**config.mk**
```make
export PLATFORM = sky130hd
export DESIGN_NAME = hazard_ctrl_flat
export DESIGN_NICKNAME = d
export VERILOG_FILES = /design/src/rtl/hazard_ctrl_if.sv /design/src/rtl/hazard_ctrl.sv /design/src/flat_wrapper.sv
export SDC_FILE = /design/constraint.sdc
export NUM_CORES = 1
export LEC_CHECK = 0
export ABC_CLOCK_PERIOD_IN_PS = 4000
export BUFFER_PORTS_ARGS = -buffer_cell sky130_fd_sc_hd__buf_2
export CORE_MARGIN = 10
export CORE_UTILIZATION = 42
export CTS_CLUSTER_DIAMETER = 80
export DETAILED_ROUTE_END_ITERATION = 16
export HOLD_SLACK_MARGIN = 0.1
export PLACE_DENSITY = 0.69
export SYNTH_ARGS = -nofsm -noshare
export SYNTH_HDL_FRONTEND = slang
export SYNTH_SLANG_ARGS = --single-unit
```
**constraint.sdc**
```tcl
create_clock -name clk -period 4 [get_ports clk]
set_input_delay 0.4 -clock clk [delete_from_list [all_inputs] [get_ports clk]]
set_output_delay 0.4 -clock clk [all_outputs]
set_load 0.05 [all_outputs]
```
**src/rtl/hazard_ctrl_if.sv**
```systemverilog
// Decode/EX-side control bundle between the core datapath and hazard_ctrl.
// The master is the core and drives decode info and redirect. The slave is hazard_ctrl and returns the pipeline controls.
interface hazard_ctrl_if;
  logic        id_valid;
  logic [4:0]  id_rs1;
  logic [4:0]  id_rs2;
  logic        id_use_rs1;
  logic        id_use_rs2;
  logic [4:0]  id_rd;
  logic        id_reg_write;
  logic        ex_redirect;
  logic        stall;
  logic        bubble;
  logic        squash;
  logic [31:0] busy;
  logic [15:0] stall_count;

  modport master (
    output id_valid, id_rs1, id_rs2, id_use_rs1, id_use_rs2, id_rd, id_reg_write, ex_redirect,
    input  stall, bubble, squash, busy, stall_count
  );

  modport slave (
    input  id_valid, id_rs1, id_rs2, id_use_rs1, id_use_rs2, id_rd, id_reg_write, ex_redirect,
    output stall, bubble, squash, busy, stall_count
  );
endinterface

```
**src/rtl/hazard_ctrl.sv**
```systemverilog
// Pipeline sequencing controller: write scoreboard, RAW stall, redirect squash.
// Optional macro HAZARD_WB_BYPASS_EN: the WB entry is not counted as a hazard because the register file writes before it reads.
module hazard_ctrl #(
  parameter int DEPTH         = 3,
  parameter int SQUASH_CYCLES = 1
) (
  input  logic          clk,
  input  logic          rst,
  hazard_ctrl_if.slave  hz_if
);

  typedef enum logic [0:0] {
    ST_RUN   = 1'b0,
    ST_FLUSH = 1'b1
  } state_e;

  localparam logic [1:0] FCNT_RELOAD = (SQUASH_CYCLES > 0) ? 2'(SQUASH_CYCLES - 1) : 2'd0;
  localparam logic       HAS_FLUSH   = (SQUASH_CYCLES > 0);

`ifdef HAZARD_WB_BYPASS_EN
  localparam logic [DEPTH-1:0] HIT_MASK = {1'b0, {(DEPTH-1){1'b1}}};
`else
  localparam logic [DEPTH-1:0] HIT_MASK = {DEPTH{1'b1}};
`endif

  state_e          state_q, state_d;
  logic [1:0]      fcnt_q, fcnt_d;
  logic [DEPTH-1:0] vld_q, vld_d;
  logic [4:0]      rd_q [DEPTH];
  logic [4:0]      rd_d [DEPTH];
  logic [15:0]     stall_count_q, stall_count_d;

  logic            squash_s;
  logic            rs1_hit_s;
  logic            rs2_hit_s;
  logic            hazard_s;
  logic            stall_s;
  logic [31:0]     busy_s;

  // Source-operand match against in-flight writers
  always_comb begin
    rs1_hit_s = 1'b0;
    rs2_hit_s = 1'b0;
    for (int i = 0; i < DEPTH; i++) begin
      rs1_hit_s = rs1_hit_s | (HIT_MASK[i] & vld_q[i] & (rd_q[i] == hz_if.id_rs1));
      rs2_hit_s = rs2_hit_s | (HIT_MASK[i] & vld_q[i] & (rd_q[i] == hz_if.id_rs2));
    end
  end

  assign hazard_s = hz_if.id_valid & ~squash_s &
                    ((hz_if.id_use_rs1 & (hz_if.id_rs1 != 5'd0) & rs1_hit_s) |
                     (hz_if.id_use_rs2 & (hz_if.id_rs2 != 5'd0) & rs2_hit_s));
  assign stall_s  = hazard_s & ~squash_s;

  // Redirect sequencing: squash the redirect cycle plus the fetch-latency shadow
  always_comb begin
    state_d  = state_q;
    fcnt_d   = fcnt_q;
    squash_s = 1'b0;
    case (state_q)
      ST_RUN: begin
        if (hz_if.ex_redirect) begin
          squash_s = 1'b1;
          if (HAS_FLUSH) begin
            state_d = ST_FLUSH;
            fcnt_d  = FCNT_RELOAD;
          end else begin
            state_d = ST_RUN;
            fcnt_d  = 2'd0;
          end
        end else begin
          state_d = ST_RUN;
        end
      end
      ST_FLUSH: begin
        squash_s = 1'b1;
        if (hz_if.ex_redirect) begin
          fcnt_d = FCNT_RELOAD;
        end else if (fcnt_q == 2'd0) begin
          state_d = ST_RUN;
        end else begin
          fcnt_d = fcnt_q - 2'd1;
        end
      end
      default: begin
        state_d = ST_RUN;
        fcnt_d  = 2'd0;
      end
    endcase
  end

  // Scoreboard shift; a stalled, squashed or wrong-path decode enters EX as a bubble
  always_comb begin
    vld_d    = '0;
    vld_d[0] = hz_if.id_valid & hz_if.id_reg_write & (hz_if.id_rd != 5'd0) &
               ~stall_s & ~squash_s;
    rd_d[0]  = hz_if.id_rd;
    for (int i = 1; i < DEPTH; i++) begin
      vld_d[i] = vld_q[i-1];
      rd_d[i]  = rd_q[i-1];
    end
  end

  // Pending-write vector; x0 never reported
  always_comb begin
    busy_s = 32'd0;
    for (int i = 0; i < DEPTH; i++) begin
      busy_s = busy_s | ({31'd0, vld_q[i]} << rd_q[i]);
    end
    busy_s[0] = 1'b0;
  end

  // Saturating stall counter
  always_comb begin
    if (stall_s && (stall_count_q != 16'hFFFF)) begin
      stall_count_d = stall_count_q + 16'd1;
    end else begin
      stall_count_d = stall_count_q;
    end
  end

  // State registers
  always_ff @(posedge clk or posedge rst) begin
    if (rst) begin
      state_q       <= ST_RUN;
      fcnt_q        <= 2'd0;
      vld_q         <= '0;
      stall_count_q <= 16'd0;
      for (int i = 0; i < DEPTH; i++) begin
        rd_q[i] <= 5'd0;
      end
    end else begin
      state_q       <= state_d;
      fcnt_q        <= fcnt_d;
      vld_q         <= vld_d;
      stall_count_q <= stall_count_d;
      for (int i = 0; i < DEPTH; i++) begin
        rd_q[i] <= rd_d[i];
      end
    end
  end

  assign hz_if.stall       = stall_s;
  assign hz_if.bubble      = stall_s | squash_s;
  assign hz_if.squash      = squash_s;
  assign hz_if.busy        = busy_s;
  assign hz_if.stall_count = stall_count_q;

endmodule

```
**src/flat_wrapper.sv**
```systemverilog
// flat-port wrapper written by rule: the top's interface ports become plain ports
module hazard_ctrl_flat 
#(
  parameter int DEPTH         = 3,
  parameter int SQUASH_CYCLES = 1
)
  (clk, rst, hz_if_id_valid, hz_if_id_rs1, hz_if_id_rs2, hz_if_id_use_rs1, hz_if_id_use_rs2, hz_if_id_rd, hz_if_id_reg_write, hz_if_ex_redirect, hz_if_stall, hz_if_bubble, hz_if_squash, hz_if_busy, hz_if_stall_count);
  hazard_ctrl_if hz_if_i ();
  input  logic clk;
  input  logic rst;
  input wire logic [$bits(hz_if_i.id_valid)-1:0] hz_if_id_valid;
  input wire logic [$bits(hz_if_i.id_rs1)-1:0] hz_if_id_rs1;
  input wire logic [$bits(hz_if_i.id_rs2)-1:0] hz_if_id_rs2;
  input wire logic [$bits(hz_if_i.id_use_rs1)-1:0] hz_if_id_use_rs1;
  input wire logic [$bits(hz_if_i.id_use_rs2)-1:0] hz_if_id_use_rs2;
  input wire logic [$bits(hz_if_i.id_rd)-1:0] hz_if_id_rd;
  input wire logic [$bits(hz_if_i.id_reg_write)-1:0] hz_if_id_reg_write;
  input wire logic [$bits(hz_if_i.ex_redirect)-1:0] hz_if_ex_redirect;
  output wire logic [$bits(hz_if_i.stall)-1:0] hz_if_stall;
  output wire logic [$bits(hz_if_i.bubble)-1:0] hz_if_bubble;
  output wire logic [$bits(hz_if_i.squash)-1:0] hz_if_squash;
  output wire logic [$bits(hz_if_i.busy)-1:0] hz_if_busy;
  output wire logic [$bits(hz_if_i.stall_count)-1:0] hz_if_stall_count;
  assign hz_if_i.id_valid = hz_if_id_valid;
  assign hz_if_i.id_rs1 = hz_if_id_rs1;
  assign hz_if_i.id_rs2 = hz_if_id_rs2;
  assign hz_if_i.id_use_rs1 = hz_if_id_use_rs1;
  assign hz_if_i.id_use_rs2 = hz_if_id_use_rs2;
  assign hz_if_i.id_rd = hz_if_id_rd;
  assign hz_if_i.id_reg_write = hz_if_id_reg_write;
  assign hz_if_i.ex_redirect = hz_if_ex_redirect;
  assign hz_if_stall = hz_if_i.stall;
  assign hz_if_bubble = hz_if_i.bubble;
  assign hz_if_squash = hz_if_i.squash;
  assign hz_if_busy = hz_if_i.busy;
  assign hz_if_stall_count = hz_if_i.stall_count;
  hazard_ctrl #(.DEPTH(DEPTH), .SQUASH_CYCLES(SQUASH_CYCLES)) u_core (.clk(clk), .rst(rst), .hz_if(hz_if_i));
endmodule
```
==> summary.md <==
| Metric | Value |
|---|---|
| Mapped Cells | `324` |
| Max-cap violations | `0` |
| Initial antenna violation count | `0` |
| Post-synth top cells | `nand2_1, dfrtp_1, xor2_1` |
| CTS tree | `done` |
| Initial drt markers | `157` |
| RSZ-0062 raised after global routing | `false` |
| Synth area leader | `dfrtp_1` |
| PortBufs | `71` |
| Required @ worst endpoint | `3600 ps` |
| Top Ports | `73` |
| DR vias | `2592` |
| Async set-or-reset flop fraction in the synthesized netlist | `1.00` |
| Die height | `101 um` |
| Outcome | `finished, final reports clean` |
| GP Congestion | `0.966` |
| Multiplexer share of the synthesized area | `0.00411` |
| First-pass GRT wire length | `12900 um` |
| Clock Root Buffer | `clkbuf_8` |
| Crit start category | `flip-flop` |
| Tcrit/Tclk final | `0.682` |
| Count of pins over their slew limit | `0` |
| Core area | `6350 um^2` |
| Initial Utilization | `0.431` |
| Synth Area in XOR/XNOR | `0.147` |
| Global-route total usage across every layer | `0.154` |
| Crit Path Class | `flip-flop to output pin` |
| Yosys top cell area share | `0.338` |
| Grt ovf | `0` |
| Yosys reg bits | `37` |
| Worst relative slew slack | `0.465` |
| Wirelength per Cell | `17.1 um` |
| Adder-Cell Fraction of Synth Area | `0.00914` |
| Clock buffer depth | `2` |
| Fmax | `0.366 GHz` |
| Yosys Warn Count | `0` |
| H-tree level count | `2` |
| CP Max Fanout | `17` |
| Mapped Area | `2740 um^2` |
| Max Clock Skew | `3.15 ps` |
| Antenna violation net count after detailed routing | `0` |
| Fin. Hold Viols | `0` |
| Cts repair resizes | `0` |
| FILL cells | `624` |
| Final wirelength | `7880 um` |
| Hold-fix buffers at CTS | `0` |
| ANT cells | `0` |
| Crit path DAT | `2330 ps` |
| Post-CTS Setup Bufs | `0` |
| Worst skew pair latency | `290 ps` |
| Dpl hpwl | `5940 um` |
| Cell Pwr Density | `264 nW/um^2` |
| # setup viols final | `0` |
| Crit end category | `output pin` |
| Hold WC Path Type | `primary input to asynchronous set/reset pin` |
| Most common cell in the netlist | `nand2_1` |
| Vias per cell | `5.61` |
| Pleak | `1.57 nW` |
| Layout Utilization | `0.499` |
| Largest net degree at the start of global routing | `38` |
| EDFF count, synth | `0` |
| Drc violations | `0` |
| Die Span X | `101 um` |
| Clock period minus worst slack | `2730 ps` |
| Seq/Total Area, Yosys | `0.338` |
| Clock sink total | `37` |
| Worst vdd ir | `0.000225 V` |
| Post-synthesis compound-gate area fraction | `0.178` |
| Ys flop type | `dfrtp_1` |
| Row Count | `29` |
| Least-Margin Pin Slew | `801 ps` |
| Library cells used by synthesis | `40` |
| Share of cells above drive strength 1 | `0.260` |
| DR pass1 iterations | `5` |
| Simple-gate share of the synthesized area | `0.268` |
| Largest family of logic cells by synthesized area | `simple AND/OR/NAND/NOR gates` |
| Area delta synth->final | `15.6%` |
| Inserted Clock Buffers | `5` |
| Largest cells by area after synthesis | `dfrtp_1, xor2_1, nand2_1, a22oi_1, a2111oi_2` |
| Clk pin slew, worst setup/hold paths | `70 ps` |
| Layout net count | `408` |
| Fin Setup TNS | `0 ps` |
| Mean post-synth cell area | `8.45 um^2` |
| Die area | `10100 um^2` |
| Synth Net Count | `348` |
| Vias in the first global route | `2522` |
-- path summary, 6_finish.rpt --
check | start | end | slack [ps] | cells after the start
setup / recovery | u_core.rd_d[1] | hz_if_bubble | 1270 | 7
hold / removal | rst | u_core.fcnt_q[0] | 210 | 3
setup reg to reg | u_core.rd_d[1] | u_core.hz_if.stall_count[1] | 1770 | 6
hold reg to reg | u_core.vld_q[1] | u_core.vld_q[2] | 490 | 0
max in group asynchronous | rst | u_core.hz_if.stall_count[7] | 3470 | 3
min in group clk | hz_if_id_rd[3] | u_core.rd_d[8] | 230 | 1
-- worst max-delay path, cell delays in order, from the launching register on --
cell and delay [ps]:
dfrtp_1 490, xor2_1 210, nor4_1 300, nand3_1 110, a31o_2 430, nand2_1 140, a21o_1 110, buf_2 250
-- cells in the final DEF, fill, tap and decap left out, drive strengths merged --
| cell type | Yosys | routed |
|---|---|---|
| nand2 | 72 | 72 |
| buf | 9 | 72 |
| xor2 | 37 | 37 |
| dfrtp | 37 | 37 |
| a22oi | 29 | 29 |
| nor2 | 28 | 28 |
| nand3 | 11 | 11 |
| inv | 9 | 9 |
| xnor2 | 9 | 9 |
| nand2b | 8 | 8 |
| a2111oi | 7 | 7 |
| nor2b | 7 | 7 |
| a211oi | 7 | 7 |
| nor4 | 7 | 7 |
| nor3 | 6 | 6 |
| nand4 | 6 | 6 |
| clkbuf | 10 | 6 |
| or4 | 3 | 3 |
| and2 | 3 | 3 |
| a21oi | 3 | 3 |
| o21ai | 2 | 2 |
| or2 | 2 | 2 |
| a222oi | 2 | 2 |
| ha | 2 | 2 |
| clkinv | 0 | 2 |
| a31o | 2 | 2 |
| and4 | 1 | 1 |
| or2b | 1 | 1 |
| nor4b | 1 | 1 |
| a21o | 1 | 1 |
| mux2 | 1 | 1 |
| conb | 1 | 1 |
-- cell families after synthesis --
family,count (synthesis)
simple gates,156
compound gates,53
xor+xnor,46
flops,37
buf+inv,28
fa+ha+maj,2
other cells,1
mux,1
-- flip-flops by register name, indices dropped and copies added, names as in the netlist --
signal and flops:
u_core.hz_if.stall_count 16, u_core.rd_d 10, u_core.rd_q 5, u_core.vld_q 3, u_core.fcnt_q 2, u_core.state_q 1
-- per-layer routing --
metal	GRT usage	routed length (um)	vias up
li1	-	-	1235
met1	0.209	3600	1201
met2	0.220	3280	138
met3	0.0391	837	18
met4	0.0739	167	0
met5	0	0	-
-- per-stage QoR --
step	total power, mW	hold WS, ps	worst slack (ps)	instances	area [um^2]
global placement	0.591	472	1430	454	3080
detailed placement	0.597	472	1400	454	3080
finish	0.837	210	1270	462	3170
floorplan	0.549	349	1350	324	2740
CTS	0.847	219	1250	462	3170
global route	0.885	226	1120	462	3170
-- report_power, final --
group	internal [mW]	total, mW	switching [mW]
logic	0.0584	0.168	0.110
registers	0.395	0.423	0.0274
clock network	0.121	0.246	0.126
-- area by class of cell --
type | instances | area, um^2 | share of cell area
clock buffers | 6 | 72.6 | 0.0229
clock inverters | 2 | 10.0 | 0.00316
inverters | 9 | 33.8 | 0.0107
multi-input cells | 259 | 1660 | 0.526
flip-flops and latches | 37 | 926 | 0.292
well taps | 77 | 96.3 | 0.0304
repair buffers | 72 | 363 | 0.115
Note: power is estimated with default switching activity, not from simulation.
